$ cat config.mk
export PLATFORM = sky130hd
export DESIGN_NAME = csa_resolver
export DESIGN_NICKNAME = d
export VERILOG_FILES = /design/src/rtl/csa_pkg.sv /design/src/rtl/csa_chunk_add.sv /design/src/rtl/fa.sv /design/src/rtl/csa_resolver.sv
export SDC_FILE = /design/constraint.sdc
export NUM_CORES = 1
export LEC_CHECK = 0
export BUFFER_PORTS_ARGS = -buffer_cell sky130_fd_sc_hd__buf_2
export CAP_MARGIN = 20
export CORE_UTILIZATION = 55
export CTS_BUF_LIST = sky130_fd_sc_hd__clkbuf_16
export DETAILED_ROUTE_END_ITERATION = 16
export PLACE_DENSITY = 0.84
export SETUP_SLACK_MARGIN = 0.4
export SLEW_MARGIN = 30
export SYNTH_ARGS = -nofsm -noshare
export SYNTH_HDL_FRONTEND = slang
export SYNTH_SLANG_ARGS = --single-unit
$ cat constraint.sdc
create_clock -name clk -period 5.3 [get_ports clk]
set_input_delay 0.265 -clock clk [delete_from_list [all_inputs] [get_ports clk]]
set_output_delay 0.265 -clock clk [all_outputs]
set_load 0.05 [all_outputs]
$ cat src/rtl/csa_pkg.sv
// csa_pkg: shared defaults and state encoding for the carry-save resolver
package csa_pkg;
    localparam int DEF_WIDTH  = 32;
    localparam int DEF_CHUNK  = 8;
    localparam int DEF_NCHUNK = DEF_WIDTH / DEF_CHUNK;
    localparam int IDX_W      = (DEF_NCHUNK > 1) ? $clog2(DEF_NCHUNK) : 1;
    typedef enum logic [1:0] {IDLE = 2'd0, ADD = 2'd1, DONE = 2'd2} state_t;
endpackage

$ cat src/rtl/csa_chunk_add.sv
// csa_chunk_add: combinational CHUNK-bit ripple adder built from fa cells
module csa_chunk_add #(
    parameter int CHUNK = 8
) (
    input  logic [CHUNK-1:0] chunk_a,
    input  logic [CHUNK-1:0] chunk_b,
    input  logic             cin,
    output logic [CHUNK-1:0] chunk_s,
    output logic             cout
);
    logic [CHUNK:0] c;
    assign c[0] = cin;
    assign cout = c[CHUNK];
    for (genvar i = 0; i < CHUNK; i++) begin : g_fa
        fa u_fa (.a(chunk_a[i]), .b(chunk_b[i]), .ci(c[i]), .s(chunk_s[i]), .co(c[i+1]));
    end
endmodule

$ cat src/rtl/fa.sv
// fa: single-bit full adder cell
module fa (
    input  logic a,
    input  logic b,
    input  logic ci,
    output logic s,
    output logic co
);
    assign s  = a ^ b ^ ci;
    assign co = (a & b) | (ci & (a ^ b));
endmodule

$ cat src/rtl/csa_resolver.sv
// csa_resolver: serial carry-propagate back end resolving sum/carry CHUNK bits per clock
module csa_resolver
    import csa_pkg::*;
#(
    parameter int WIDTH = DEF_WIDTH,
    parameter int CHUNK = DEF_CHUNK
) (
    input  logic             clk,
    input  logic             rst_n,
    input  logic             in_valid,
    output logic             in_ready,
    input  logic [WIDTH-1:0] in_sum,
    input  logic [WIDTH-1:0] in_carry,
    output logic             out_valid,
    input  logic             out_ready,
    output logic [WIDTH-1:0] out_result,
    output logic             out_cout
);
    localparam int NCHUNK = WIDTH / CHUNK;
    localparam int IW     = (NCHUNK > 1) ? $clog2(NCHUNK) : 1;

    state_t             state;
    logic [IW-1:0]      idx;
    logic               cy, cout_q, cc;
    logic [WIDTH-1:0]   sum_q, car_q, res_q;
    logic [CHUNK-1:0]   cs;

    csa_chunk_add #(.CHUNK(CHUNK)) u_add (
        .chunk_a(sum_q[idx*CHUNK +: CHUNK]),
        .chunk_b(car_q[idx*CHUNK +: CHUNK]),
        .cin    (cy),
        .chunk_s(cs),
        .cout   (cc)
    );

    assign in_ready   = state == IDLE;
    assign out_valid  = state == DONE;
    assign out_result = res_q;
    assign out_cout   = cout_q;

    // idx saturates on the last chunk; only the IDLE capture rewinds it
    always_ff @(posedge clk or negedge rst_n) begin
        if (!rst_n) begin
            state  <= IDLE;
            idx    <= '0;
            cy     <= 1'b0;
            sum_q  <= '0;
            car_q  <= '0;
            res_q  <= '0;
            cout_q <= 1'b0;
        end else begin
            case (state)
                IDLE: if (in_valid) begin
                    sum_q <= in_sum;
                    car_q <= in_carry;
                    idx   <= '0;
                    cy    <= 1'b0;
                    state <= ADD;
                end
                ADD: begin
                    res_q[idx*CHUNK +: CHUNK] <= cs;
                    cy <= cc;
                    if (idx == IW'(NCHUNK - 1)) begin
                        cout_q <= cc;
                        state  <= DONE;
                    end else begin
                        idx <= idx + IW'(1);
                    end
                end
                DONE: if (out_ready) state <= IDLE;
                default: state <= IDLE;
            endcase
        end
    end
endmodule

# Word-level counts from Yosys, hierarchy flattened

Index checks and enable logic that the tools add are counted.

$add $sub $neg: 2
Shift operators: 4
Equal/unequal tests: 7
Muxes and demuxes: 10
Bitwise gates (word level): 40
Reductions and logical operators: 7

Operators with widths:

| operator                | number |
|---|---|
| $shiftx 32x6->8         | 2 |
| $neg 5->34              | 1 |
| $shift 8x34->32 const A | 1 |
| $shiftx 8x34->32        | 1 |
| $bwmux 32               | 1 |
| $and 1x1->1             | 16 |
| $xor 1x1->1             | 16 |
| $mux 2                  | 5 |
| $or 1x1->1              | 8 |
| $ne 2x2->1 const B      | 3 |
| $pmux 2 s3              | 1 |
| $reduce_and 2->1        | 3 |
| $reduce_and 3->1        | 2 |
| $eq 2x2->1 const B      | 2 |
| $pmux 2 s2              | 1 |
| $add 2x1->2 const B     | 1 |
| $eq 2x1->1 const B      | 1 |
| $logic_not 2->1         | 1 |
| $ne 2x1->1 const B      | 1 |
| $pmux 1 s2              | 1 |
| $reduce_bool 2->1       | 1 |
| $mux 1                  | 1 |

Flip-flop bits (word level): 102
Output and inout port bits: 35
Word-level logic and storage cells: 77

# Longest topological paths before layout

Depth after elaboration: 19
Gate-level depth with buffers: 14
Gate-level depth less buffers: 13

# Cells and area by module

Synthesis repeated with hierarchy kept, for this count alone.

Cells, all modules: 342
Area, all modules: 4890.9 um2

Modules (own cells, without submodules):

| module       | area an instance (um2) | instances | sequential area each (um2) | cells each |
|---|---|---|---|---|
| csa_resolver | 4730.8                 | 1         | 2552.4                     | 334 |
| fa           | 20.0                   | 8         | 0.0                        | 1 |

# Least setup slack after synthesis

Ideal clock, no wire load.

Path type: register to register
From: register idx[0]
To: register res_q[15], in the netlist out_result[15]
Setup time: 0.125 ns
Arrival time: 4.280 ns
Cell stages (with the launch flop): 15
Slack: 0.895 ns
Required time: 5.175 ns
Buffers on the path: 1
Period minus slack after synthesis: 4.405 ns
Path through: dfrtp_1 -> buf_6 -> mux4_2 -> inv_1 -> fa_1 -> fa_1 -> fa_1 -> fa_1 -> fa_1 -> fa_1 -> inv_1 -> fa_1 -> fa_1 -> and4b_1 -> mux2_4

Cells in the longest elaborated chain, start to end: 19
Elaborated cells on any way between the ends: 43
Classes of those cells: add/sub (1); shift (4); mux (1); bitwise (37)

RTL lines:

| item                                      | line                                   | RTL |
|---|---|---|
| start, declared                           | csa_resolver.sv:23                     | `logic [IW-1:0] idx;` |
| start signal, assigned                    | csa_resolver.sv:67                     | `idx <= idx + IW'(1);` |
| $shiftx 32x6->8, on equally long branches | csa_resolver.sv:29, csa_resolver.sv:30 |  |
| $xor 1x1->1                               | fa.sv:9, fa.sv:10                      |  |
| $and 1x1->1                               | fa.sv:10                               | `assign co = (a & b) \| (ci & (a ^ b));` |
| $or 1x1->1                                | fa.sv:10                               |  |
| $and 1x1->1                               | fa.sv:10                               |  |
| $or 1x1->1                                | fa.sv:10                               |  |
| $and 1x1->1                               | fa.sv:10                               |  |
| $or 1x1->1                                | fa.sv:10                               |  |
| [... 3 more ...]                          | -                                      |  |
| $or 1x1->1                                | fa.sv:10                               |  |
| $and 1x1->1                               | fa.sv:10                               |  |
| $or 1x1->1                                | fa.sv:10                               |  |
| $and 1x1->1                               | fa.sv:10                               |  |
| $or 1x1->1                                | fa.sv:10                               |  |
| $xor 1x1->1                               | fa.sv:9                                | `assign s = a ^ b ^ ci;` |
| $shiftx 8x34->32                          | csa_resolver.sv:61                     | `res_q[idx*CHUNK +: CHUNK] <= cs;` |
| $bwmux 32 *                               | csa_resolver.sv:61                     |  |
| end signal, assigned by index             | csa_resolver.sv:61                     |  |
| end, declared                             | csa_resolver.sv:25                     | `logic [WIDTH-1:0] sum_q, car_q, res_q;` |

Mark *: on every way between the ends. The rest lies on a longest branch, timed or not.
A chain may end at the register's enable or synchronous reset.

# Worst setup path in the final report

Same ends and word-level chain as after synthesis.

==> summary.md <==
| Metric | Value |
|---|---|
| Die ar. | 0.00989 sq mm |
| Vias per cell | 5.75 |
| WP data arrival | 4.82 ns |
| ANT nets after route | 0 |
| CP Buf/Inv Count | 2 |
| # diodes | 0 |
| Num CTS Buffers | 9 |
| Post-layout nets | between 500 and 600 |
| Core area | 0.00920 sq mm |
| Net Count, Synth | 406 |
| Port bufs | 102 |
| FF-to-FF End | out_result[15]$_DFFE_PN0P_ |
| Post-detail-place hpwl | 7570 microns |
| Final instance area | 0.00597 sq mm |
| GRT Residual Overflow | 0 |
| Period Utilization, post-route | 86.8% |
| DR iter-0 viols | 98 |
| WS Path Type | register to register |
| I/O pin count | 103 |
| Hold Vio Cnt, Final | 0 |
| Wl on met1 | 4580 microns |
| Delay-heaviest family, CP | adder cells |
| Number of global-route vias before repair | 3331 |
| Critical path peak fanout | 4 |
| Clock latency on the worst-skew pair | 0.34 ns |
| Area post-placement | between 0.005 and 0.006 sq mm |
| CTS tree | done |
| Routed WL | 10500 microns |
| Post-Syn Area | approximately 0.0052 sq mm |
| Post-synth top area share | about 49% |
| Setup TNS | 0 ns |
| Met2 WL | 5370 microns |
| Crit-path most repeated cell | fa_1 |
| Required time worst endpoint | 5.52 ns |
| Crit path largest cell delay | 0.51 ns |
| Fill cell total of the finished layout | 676 |
| Final Max Tran Viols | 0 |
| Max-cap violation count | 0 |
| RD Place Congestion | 0.796 |
| Met3 wire len | about 480 microns |
| Clock slew at reported path FFs | 0.07 ns |
| CP max stage cell | dfrtp_4 |
| Most frequent cells in the layout | dfrtp_1 (101), buf_2 (101), mux2_4 (68), a32o_1 (22), nor2b_1 (21) |
| Row count | 35 |
| Crit Reg-Reg Startpoint | idx[0]$_DFFE_PN0P_ |
| Largest net degree at the start of global routing | 68 |
| Per-cell routed wire length | 19.5 microns |
| Crit end category | register |
| Leakage | 2.92 nW |
| Synth cell types | 35 |
| Status | finished, final reports clean |
| Synth-to-layout area growth | 14.4% |
| Yosys warning count | 0 |
| HP Class | primary input to register |
| Syn avg cell area | 16.1 sq um |
| Final core occ | about two thirds |
| Power Density | 772 mW/mm^2 |
| Synth area leaders | dfrtp_1 (49%), mux2_4 (20%), mux4_2 (6.9%) |
| Register area share after synthesis | roughly 49% |
| Highest routed layer | met4 |
| CP startpoint kind | register |
| EDFF count, synth | 0 |
| GR Util All Layers | 23.2% |
| Share of cells above drive strength 1 | 50.2% |
| Peak supply drop | 0.515 mV |
| Minimum clock period after layout | 4.60 ns |
| Asr flop ratio synth | 100% |
| Starting Density | 56.8% |
| RSZ-0062 raised after global routing | false |
| Final setup viols | 0 |
| Via count | ~3100 |
| Die height | 99.4 microns |
| Root Driver | clkbuf_16 |
| Worst path depth | 13 |
| DR DRC count | 0 |
| Clock Path Buffers | 2 |
| Prevailing post-synth register cell | dfrtp_1 |
| Chip width | 99.4 microns |
| Crit path to | out_result[15]$_DFFE_PN0P_ |
| Initial antenna violation count | 0 |
| Rel. slew slack | 46.4% |
| CP cell instances | mux4_2 -> inv_1 -> fa_1 -> fa_1 -> fa_1 -> fa_1 -> fa_1 -> fa_1 -> inv_1 -> fa_1 -> fa_1 -> and4b_1 -> mux2_4 |
| Synth area leader | dfrtp_1 |
| Hold WS | 0.127 ns |
| Skew final | ~0.0059 ns |
| Tightest Pin Transition | 0.803 ns |
| Worst reg2reg path depth | 13 |
| Fmax | 0.217 GHz |
| First-pass GRT wire length | 17200 microns |
| Gate Count Post-Synth | 324 |
| Clock sinks | ~100 |
| Total chip power | 4.61 mW |
| R2R setup slack | 0.70 ns |
| H-tree levels | 3 |
| Synth Register Bits | about 100 |
| DRT Pass-1 Iters | 4 |
| Worst Setup SP | idx[0]$_DFFE_PN0P_ |
cells in the mapped netlist, drive strengths merged (4+ instances only):
library cell  instances
nor4bb                7
ha                    6
nand3b                4
inv                  17
fa                    8
mux2                 73
and4b                 4
dfrtp               102
and2                  4
a32o                 22
buf                  19
nor2b                21
mux4                 16
worst min path at each step:
stage / start / to / cells after the start
after global routing: in_sum[7] / sum_q[7]$_DFFE_PN0P_ / 2
after global placement: rst_n / out_result[1]$_DFFE_PN0P_ / 1
after floorplan: rst_n / car_q[0]$_DFFE_PN0P_ / 0
after detailed placement: rst_n / out_result[1]$_DFFE_PN0P_ / 1
final: out_ready / state[1]$_DFFE_PN0P_ / 2
after CTS: out_ready / state[1]$_DFFE_PN0P_ / 2
power by group:
| part | switching, mW | internal, mW |
|---|---|---|
| combinational | 1.42 | 1.23 |
| clock | 0.276 | 0.310 |
| sequential | 0.243 | 1.13 |
| total | 1.93 | 2.67 |
cell type report:
| type | count | area [sq um] | share of cell area [%] |
|---|---|---|---|
| clock buffers | 9 | 225 | 3.77 |
| flip-flops and latches | 102 | 2560 | 42.8 |
| multi-input cells | 184 | 2380 | 39.8 |
| repair buffers | 110 | 579 | 9.70 |
| clock inverters | 6 | 31.3 | 0.524 |
| inverters | 17 | 63.8 | 1.07 |
| well taps | 111 | 139 | 2.33 |
state kept, by name (all words and copies together) (netlist names):
| signal | flops |
|---|---|
| out_cout | 1 |
| state | 2 |
| car_q | 32 |
| cy | 1 |
| out_result | 32 |
| idx | 2 |
| sum_q | 32 |
cells by family (layout without fill, tap and decap cells):
family | count (synthesis) | in the layout | share of synthesized area, %
AOI/OAI and AO/OA | 30 | 30 | 5.39
buffers and inverters | 38 | 142 | 5.73
muxes | 89 | 89 | 27.5
DFF | 102 | 102 | 48.9
adders and majority gates | 14 | 14 | 4.51
and+or+nand+nor | 51 | 51 | 7.96
layer usage:
layer,vias up,GRT usage (%)
met4,0,8.26
met3,7,4.29
li1,1390,-
met1,1598,30.8
met2,103,38.5
met5,-,0
per-stage QoR:
stage,worst slack (ns),std cells
2_1_floorplan,0.895,324
3_3_place_gp,0.760,521
3_5_place_dp,0.627,521
4_1_cts,0.620,537
5_1_grt,0.496,539
6_report,0.701,539
what timing repair did:
action	4_1_cts	5_1_grt
setup buffers	0	2
setup endpoints to repair	0	1
endpoints found under the hold margin	35	0
gates resized for setup	0	1
hold buffers	1	0
No activity file was read; power rests on OpenSTA's default activity.
